**src/rtl/cdr_lock_ctrl.sv**
```systemverilog
// -----------------------------------------------------------------------------
// cdr_lock_ctrl
//
// Lock-acquisition sequencer for the CDR loop. It integrates the phase
// detector's per-transition early/late decisions over windows of
// 2^WIN_LOG2 transitions. The magnitude of each window's imbalance moves the
// loop through ACQ (high gain), TRACK (low gain) and LOCKED. A long absence of
// transitions parks the loop in HOLD with the NCO frozen until data returns.
//
// Ports
//   clk         system clock
//   rst_n       asynchronous active-low reset
//   en          controller enable; low forces IDLE on the next edge
//   pd_valid    one-cycle strobe per detected data transition
//   pd_early    sampling early, qualified by pd_valid
//   pd_late     sampling late, qualified by pd_valid
//   gain_sel    loop gain: 0 none/frozen, 1 low (track), 2 high (acquire)
//   nco_freeze  hold NCO phase/frequency
//   locked      lock indication
//   loss_pulse  one-cycle pulse when lock is lost
//   state       IDLE=0, ACQ=1, TRACK=2, LOCKED=3, HOLD=4
//   win_err     |imbalance| of the last completed window
// -----------------------------------------------------------------------------
module cdr_lock_ctrl #(
  parameter int WIN_LOG2     = 6,
  parameter int ACQ_THR      = 16,
  parameter int LOCK_THR     = 8,
  parameter int UNLOCK_THR   = 24,
  parameter int LOCK_WINDOWS = 4,
  parameter int TIMEOUT      = 256
) (
  input  logic                clk,
  input  logic                rst_n,
  input  logic                en,
  input  logic                pd_valid,
  input  logic                pd_early,
  input  logic                pd_late,
  output logic [1:0]          gain_sel,
  output logic                nco_freeze,
  output logic                locked,
  output logic                loss_pulse,
  output logic [2:0]          state,
  output logic [WIN_LOG2:0]   win_err
);

  typedef enum logic [2:0] {
    ST_IDLE   = 3'd0,
    ST_ACQ    = 3'd1,
    ST_TRACK  = 3'd2,
    ST_LOCKED = 3'd3,
    ST_HOLD   = 3'd4
  } state_e;

  // The running accumulator never holds more than 2^WIN_LOG2-1 transitions,
  // so WIN_LOG2+1 bits suffice for storage. The window-closing sum can reach
  // +/-2^WIN_LOG2, so it is formed one bit wider.
  localparam int MAG_W  = WIN_LOG2 + 2;
  localparam int GOOD_W = $clog2(LOCK_WINDOWS + 1);

  localparam logic [MAG_W-1:0]    MAG_ONE    = MAG_W'(1);
  localparam logic [MAG_W-1:0]    MAG_M_ONE  = {MAG_W{1'b1}};
  localparam logic [MAG_W-1:0]    ACQ_LIM    = MAG_W'(ACQ_THR);
  localparam logic [MAG_W-1:0]    LOCK_LIM   = MAG_W'(LOCK_THR);
  localparam logic [MAG_W-1:0]    UNLOCK_LIM = MAG_W'(UNLOCK_THR);
  localparam logic [WIN_LOG2-1:0] TCNT_ONE   = WIN_LOG2'(1);
  localparam logic [GOOD_W-1:0]   GOOD_ONE   = GOOD_W'(1);
  localparam logic [GOOD_W-1:0]   LOCK_CNT   = GOOD_W'(LOCK_WINDOWS);
  localparam logic [15:0]         IDLE_ONE   = 16'd1;
  localparam logic [15:0]         TIMEOUT_CNT = 16'(TIMEOUT);

  localparam logic [1:0] GAIN_NONE = 2'd0;
  localparam logic [1:0] GAIN_LOW  = 2'd1;
  localparam logic [1:0] GAIN_HIGH = 2'd2;

  state_e                state_q, state_d;
  state_e                saved_q, saved_d;
  logic [WIN_LOG2-1:0]   tcnt_q, tcnt_d;
  logic [WIN_LOG2:0]     acc_q, acc_d;
  logic [GOOD_W-1:0]     good_q, good_d;
  logic [15:0]           idle_q, idle_d;
  logic [WIN_LOG2:0]     win_err_q, win_err_d;
  logic [1:0]            gain_sel_q, gain_sel_d;
  logic                  nco_freeze_q, nco_freeze_d;
  logic                  locked_q, locked_d;
  logic                  loss_pulse_q, loss_pulse_d;

  // Datapath helpers
  logic [MAG_W-1:0]      delta;
  logic [MAG_W-1:0]      acc_sum;
  logic [MAG_W-1:0]      abs_mag;
  logic                  win_last;
  logic [GOOD_W-1:0]     good_inc;
  logic [15:0]           idle_sat;
  logic                  timeout_hit;

  always_comb begin
    // NOTE: every signal written here gets a default first, so no path can
    // leave one unassigned and infer a latch.
    delta = '0;
    if (pd_early && !pd_late) begin
      delta = MAG_ONE;
    end else if (pd_late && !pd_early) begin
      delta = MAG_M_ONE;
    end

    // Sign-extend the stored accumulator before adding this sample.
    acc_sum  = {acc_q[WIN_LOG2], acc_q} + delta;
    abs_mag  = acc_sum[MAG_W-1] ? (~acc_sum + MAG_ONE) : acc_sum;
    win_last = (tcnt_q == '1);
    good_inc = good_q + GOOD_ONE;
    idle_sat = (idle_q == 16'hFFFF) ? idle_q : (idle_q + IDLE_ONE);
    timeout_hit = (idle_sat >= TIMEOUT_CNT);
  end

  always_comb begin
    state_d      = state_q;
    saved_d      = saved_q;
    tcnt_d       = tcnt_q;
    acc_d        = acc_q;
    good_d       = good_q;
    idle_d       = idle_q;
    win_err_d    = win_err_q;
    loss_pulse_d = 1'b0;

    if (!en) begin
      // Disable wins over everything, including a window closing this cycle.
      state_d = ST_IDLE;
      tcnt_d  = '0;
      acc_d   = '0;
      good_d  = '0;
      idle_d  = '0;
    end else begin
      unique case (state_q)
        ST_IDLE: begin
          state_d = ST_ACQ;
          tcnt_d  = '0;
          acc_d   = '0;
          good_d  = '0;
          idle_d  = '0;
        end

        ST_HOLD: begin
          // The transition that ends HOLD is discarded; the loop restarts
          // with an empty window in the state it was parked from.
          if (pd_valid) begin
            state_d = saved_q;
            tcnt_d  = '0;
            acc_d   = '0;
            idle_d  = '0;
          end
        end

        ST_ACQ, ST_TRACK, ST_LOCKED: begin
          if (pd_valid) begin
            // A transition this cycle always beats the timeout.
            idle_d = '0;
            if (win_last) begin
              tcnt_d    = '0;
              acc_d     = '0;
              win_err_d = abs_mag[WIN_LOG2:0];
              unique case (state_q)
                ST_ACQ: begin
                  if (abs_mag <= ACQ_LIM) begin
                    state_d = ST_TRACK;
                    good_d  = '0;
                  end
                end
                ST_TRACK: begin
                  if (abs_mag <= LOCK_LIM) begin
                    good_d = good_inc;
                    if (good_inc >= LOCK_CNT) begin
                      state_d = ST_LOCKED;
                    end
                  end else if (abs_mag > ACQ_LIM) begin
                    state_d = ST_ACQ;
                  end else begin
                    // Moderate error: stay, but lock needs a fresh run.
                    good_d = '0;
                  end
                end
                default: begin
                  if (abs_mag > UNLOCK_LIM) begin
                    state_d      = ST_ACQ;
                    loss_pulse_d = 1'b1;
                  end
                end
              endcase
            end else begin
              tcnt_d = tcnt_q + TCNT_ONE;
              acc_d  = acc_sum[WIN_LOG2:0];
            end
          end else begin
            idle_d = idle_sat;
            if (timeout_hit) begin
              state_d = ST_HOLD;
              saved_d = state_q;
              idle_d  = '0;
            end
          end
        end

        default: begin
          state_d = ST_IDLE;
        end
      endcase
    end

    // Outputs are decoded from the next state so they register alongside it.
    gain_sel_d   = GAIN_NONE;
    nco_freeze_d = 1'b1;
    locked_d     = 1'b0;
    unique case (state_d)
      ST_ACQ: begin
        gain_sel_d   = GAIN_HIGH;
        nco_freeze_d = 1'b0;
      end
      ST_TRACK: begin
        gain_sel_d   = GAIN_LOW;
        nco_freeze_d = 1'b0;
      end
      ST_LOCKED: begin
        gain_sel_d   = GAIN_LOW;
        nco_freeze_d = 1'b0;
        locked_d     = 1'b1;
      end
      ST_HOLD: begin
        // Lock status is retained through a data outage.
        locked_d = locked_q;
      end
      default: begin
      end
    endcase
  end

  always_ff @(posedge clk or negedge rst_n) begin
    if (!rst_n) begin
      state_q      <= ST_IDLE;
      saved_q      <= ST_IDLE;
      tcnt_q       <= '0;
      acc_q        <= '0;
      good_q       <= '0;
      idle_q       <= '0;
      win_err_q    <= '0;
      gain_sel_q   <= GAIN_NONE;
      nco_freeze_q <= 1'b1;
      locked_q     <= 1'b0;
      loss_pulse_q <= 1'b0;
    end else begin
      // NOTE: non-blocking assignments make every flop sample pre-edge
      // values; blocking ones here would make results depend on statement
      // order.
      state_q      <= state_d;
      saved_q      <= saved_d;
      tcnt_q       <= tcnt_d;
      acc_q        <= acc_d;
      good_q       <= good_d;
      idle_q       <= idle_d;
      win_err_q    <= win_err_d;
      gain_sel_q   <= gain_sel_d;
      nco_freeze_q <= nco_freeze_d;
      locked_q     <= locked_d;
      loss_pulse_q <= loss_pulse_d;
    end
  end

  assign state      = state_q;
  assign gain_sel   = gain_sel_q;
  assign nco_freeze = nco_freeze_q;
  assign locked     = locked_q;
  assign loss_pulse = loss_pulse_q;
  assign win_err    = win_err_q;

endmodule

```
**config.mk**
```make
export PLATFORM = sky130hd
export DESIGN_NAME = cdr_lock_ctrl
export DESIGN_NICKNAME = d
export VERILOG_FILES = /design/src/rtl/cdr_lock_ctrl.sv
export SDC_FILE = /design/constraint.sdc
export NUM_CORES = 1
export LEC_CHECK = 0
export BUFFER_PORTS_ARGS = -buffer_cell sky130_fd_sc_hd__buf_2
export CAP_MARGIN = 30
export CORE_MARGIN = 5
export CORE_UTILIZATION = 45
export DETAILED_ROUTE_END_ITERATION = 7
export MAX_ROUTING_LAYER = met4
export PLACE_DENSITY = 0.66
export SLEW_MARGIN = 20
export SYNTH_ARGS = -nofsm -noshare
export SYNTH_HDL_FRONTEND = slang
export SYNTH_SLANG_ARGS = --single-unit
```
**constraint.sdc**
```tcl
create_clock -name clk -period 4 [get_ports clk]
set_input_delay 0.2 -clock clk [delete_from_list [all_inputs] [get_ports clk]]
set_output_delay 0.2 -clock clk [all_outputs]
set_load 0.02 [all_outputs]
```
==> qor.txt <==
cell area after synthesis -> 3552 um2
largest net degree at the start of global routing -> 51
synth warn -> 0
H-tree depth -> 2
syn nets -> 404
gr usage total -> 16.17%
mean post-synth cell area -> 9.108 um2
FP Rows -> 32
Worst EP arrival -> 3.61 ns
final worst slack -> 0.6134 ns
worst skew pair latency -> 0.29 ns
GRT busiest layer -> met2
met1 usage -> 21.66%
Longest Clk Path Bufs -> 2
final period utilization -> 84.67%
CTS Sinks -> 50
min Tclk post-route -> 3.387 ns
failing checks -> negative hold slack
GP Congestion -> 0.8748
Int Power -> 800.1 uW
reg-to-reg endpoint -> good_q[2]$_DFFE_PN0P_
Vias/cell -> 5.740
reg2reg path depth -> 12
die height -> 98.85 um
die area -> 9770 um2
Worst setup EP type -> flop
flops & latches, synth -> 50
Post-Syn Instances -> 390
Post-synth ARST share -> 100.0%
CP max FO -> 10
clock network fraction of design power -> 22.9%
clk slew on worst S/H paths -> 0.09 ns
vias in the first global route -> 2772
crit start category -> flop
hold_ws -> -0.006633 ns
register area share after synthesis -> 35.26%
EDFF count, synth -> 0
Initial Util -> 45.97%
DP HPWL -> 5.454 mm
setup TNS -> 0 ns
Post-synth top flop -> dfrtp_1
M2 GR Usage -> 26.34%
postcts setup bufs -> 0
RSZ-0062 raised after global routing -> no
critical path class -> flop to flop
Req. time, crit path -> 4.23 ns
Slew HR -> 50.77%
core area -> 7727 um2
DR pass1 iterations -> 4
hold crit path type -> input port to asynchronous set/reset pin
routed wire length per instance -> 15.08 um
Max IR drop VDD -> 142.4 uV
grt met3 use -> 2.265%
Final setup viols -> 0
Antenna Violating Nets Remaining -> 0
Max Cap Viol -> 0
dpl ws -> 0.4386 ns
vias post-DR -> 2893
clk root buf -> clkbuf_8
slew at the pin with the worst max-slew slack -> 0.7369 ns
Sequential Power Share -> 44.8%
antenna cells -> 0
area grow syn2layout -> 5.601%
distinct cell type count after synthesis -> 78
power per cell area -> 330.5 nW/um2
layout cells sized above 1 -> 14.43%
reg2reg start -> acc_q[1]$_DFFE_PN0P_
Sw Ratio -> 35.47%
Initial DRC Count -> 127
DR DRC count -> 0
Die Width -> 98.85 um
Final Max Slew Viols -> 0
Logic pwr share -> 32.3%
Fmax -> 0.2953 GHz
status -> finished, violations left
TritonCTS clock tree -> built
drt total wl -> 7.598 mm
Post-CTS Resized -> 0
Leakage -> 0.001598 uW
fin nets -> 416
total CTS buffers -> 5
Worst Clk Skew -> 0.006784 ns
initial antenna violation count -> 0
first-pass GRT wire length -> 13.18 mm
I/O pin count -> 21
worst reg2reg setup slack -> 0.61 ns
switching pwr -> 439.8 uW
Port Buf Inserts -> 20
cts hold-fix bufs -> 0
Fin. Hold Viols -> 6
Congestion Overflow GR -> 0
## critical path, cell delays in order, from the launching register on
cell and delay [ns]:
dfrtp_1 0.56, xor2_1 0.21, ha_1 0.20, nor4bb_4 0.31, a211o_1 0.19, mux2i_1 0.29
a21boi_1 0.13, nor3b_2 0.28, o2bb2ai_4 0.18, o2111ai_1 0.15, o31a_2 0.17, or4b_1 0.52
a21boi_1 0.14
## kinds of logic (layout without fill, tap and decap cells)
family / after synthesis / after routing / share of synthesized area (%)
and+or+nand+nor: 162 / 162 / 24.69
buffers and inverters: 32 / 44 / 5.283
adders and majority gates: 8 / 8 / 2.818
xor gates and xnor gates: 16 / 16 / 5.530
AOI/OAI and AO/OA: 114 / 114 / 23.95
muxes: 8 / 8 / 2.466
DFF: 50 / 50 / 35.26
## synthesized netlist by cell type, types with 4 or more instances
cell / n / area, um2
o31ai_1: 5 / 37.54
nand2_1: 48 / 180.2
xor2_1: 5 / 43.79
a31oi_1: 5 / 31.28
nand3b_1: 4 / 30.03
xnor2_1: 8 / 70.07
nor2b_1: 7 / 43.79
a21oi_1: 8 / 40.04
ha_1: 8 / 100.1
nor2_1: 32 / 120.1
o211ai_1: 6 / 45.04
dfrtp_1: 49 / 1226
buf_6: 5 / 56.30
nor3_1: 11 / 55.05
clkbuf_1: 4 / 15.01
nand3_1: 16 / 80.08
o21ai_0: 41 / 205.2
and2_1: 12 / 75.07
buf_4: 5 / 37.54
mux2i_1: 5 / 50.05
inv_1: 12 / 45.04
o21ai_1: 4 / 20.02
and3_1: 9 / 56.30
buf_2: 4 / 20.02
## placed cells by master (no fill, tap or decap), types with 4 or more instances in the layout
master | Yosys | final
clkbuf_8 | 0 | 5
nor2_1 | 32 | 32
nand3b_1 | 4 | 4
nand2_1 | 48 | 48
and2_1 | 12 | 12
xnor2_1 | 8 | 8
dfrtp_1 | 49 | 49
o211ai_1 | 6 | 6
buf_2 | 4 | 20
a21oi_1 | 8 | 8
nand3_1 | 16 | 16
buf_4 | 5 | 4
nor2b_1 | 7 | 7
ha_1 | 8 | 8
a31oi_1 | 5 | 5
o31ai_1 | 5 | 5
o21ai_0 | 41 | 41
and3_1 | 9 | 9
mux2i_1 | 5 | 5
inv_1 | 12 | 12
nor3_1 | 11 | 11
xor2_1 | 5 | 5
o21ai_1 | 4 | 4
## per-layer routing
layer	wire length [um]	vias to the layer above	share of wire (%)
met4	37	0	0.49
met1	3653	1414	48
met2	3710	34	49
met5	0	-	0
li1	-	1441	-
met3	196	4	2.6
## registers in the layout (all words and copies together) (netlist names), 2 cells and up
| signal | count |
|---|---|
| acc_q | 7 |
| gain_sel | 2 |
| good_q | 3 |
| idle_q | 16 |
| saved_q | 3 |
| state | 3 |
| tcnt_q | 6 |
| win_err | 7 |
## worst max path at each step
stage,start,end,slack [ns],cells after the start
after floorplan,pd_early,good_q[2]$_DFFE_PN0P_,0.76,16
after global placement,pd_early,locked$_DFFE_PN0P_,0.53,16
after detailed placement,pd_early,good_q[2]$_DFFE_PN0P_,0.44,16
after CTS,acc_q[1]$_DFFE_PN0P_,good_q[2]$_DFFE_PN0P_,0.62,12
after global routing,acc_q[1]$_DFFE_PN0P_,good_q[2]$_DFFE_PN0P_,0.34,12
final,acc_q[1]$_DFFE_PN0P_,good_q[2]$_DFFE_PN0P_,0.61,12
## power by group through the flow
stage                     sequential, uW  combinational [uW]  clock (uW)
after floorplan                      555                 332           0
final                                556                 400         284
after detailed placement             566                 392           0
after global routing                 560                 437         321
after global placement               565                 390           0
after CTS                            555                 396         300
## final cells by class
cell class	count	area (um2)
inverters	13	48.80
fillers	729	3976
clock buffers	6	72.57
multi-input cells	308	2112
clock inverters	1	7.507
flip-flops and latches	50	1252
repair buffers	24	130.1
well taps	102	127.6
## per-stage QoR
| step | cell area [um2] | utilization [%] | hold slack, ns | total power [uW] | std cells |
|---|---|---|---|---|---|
| 2_1_floorplan | 3552 | - | -0.09559 | 886.1 | 390 |
| 3_3_place_gp | 3671 | 47.51 | 0.3476 | 955.4 | 497 |
| 3_5_place_dp | 3671 | 47.51 | 0.3582 | 957.7 | 497 |
| 4_1_cts | 3751 | 48.54 | 0.02848 | 1252 | 504 |
| 5_1_grt | 3751 | 48.54 | 0.05249 | 1318 | 504 |
| 6_report | 3751 | 48.54 | -0.006633 | 1240 | 504 |
Note: power is estimated with default switching activity, not from simulation.
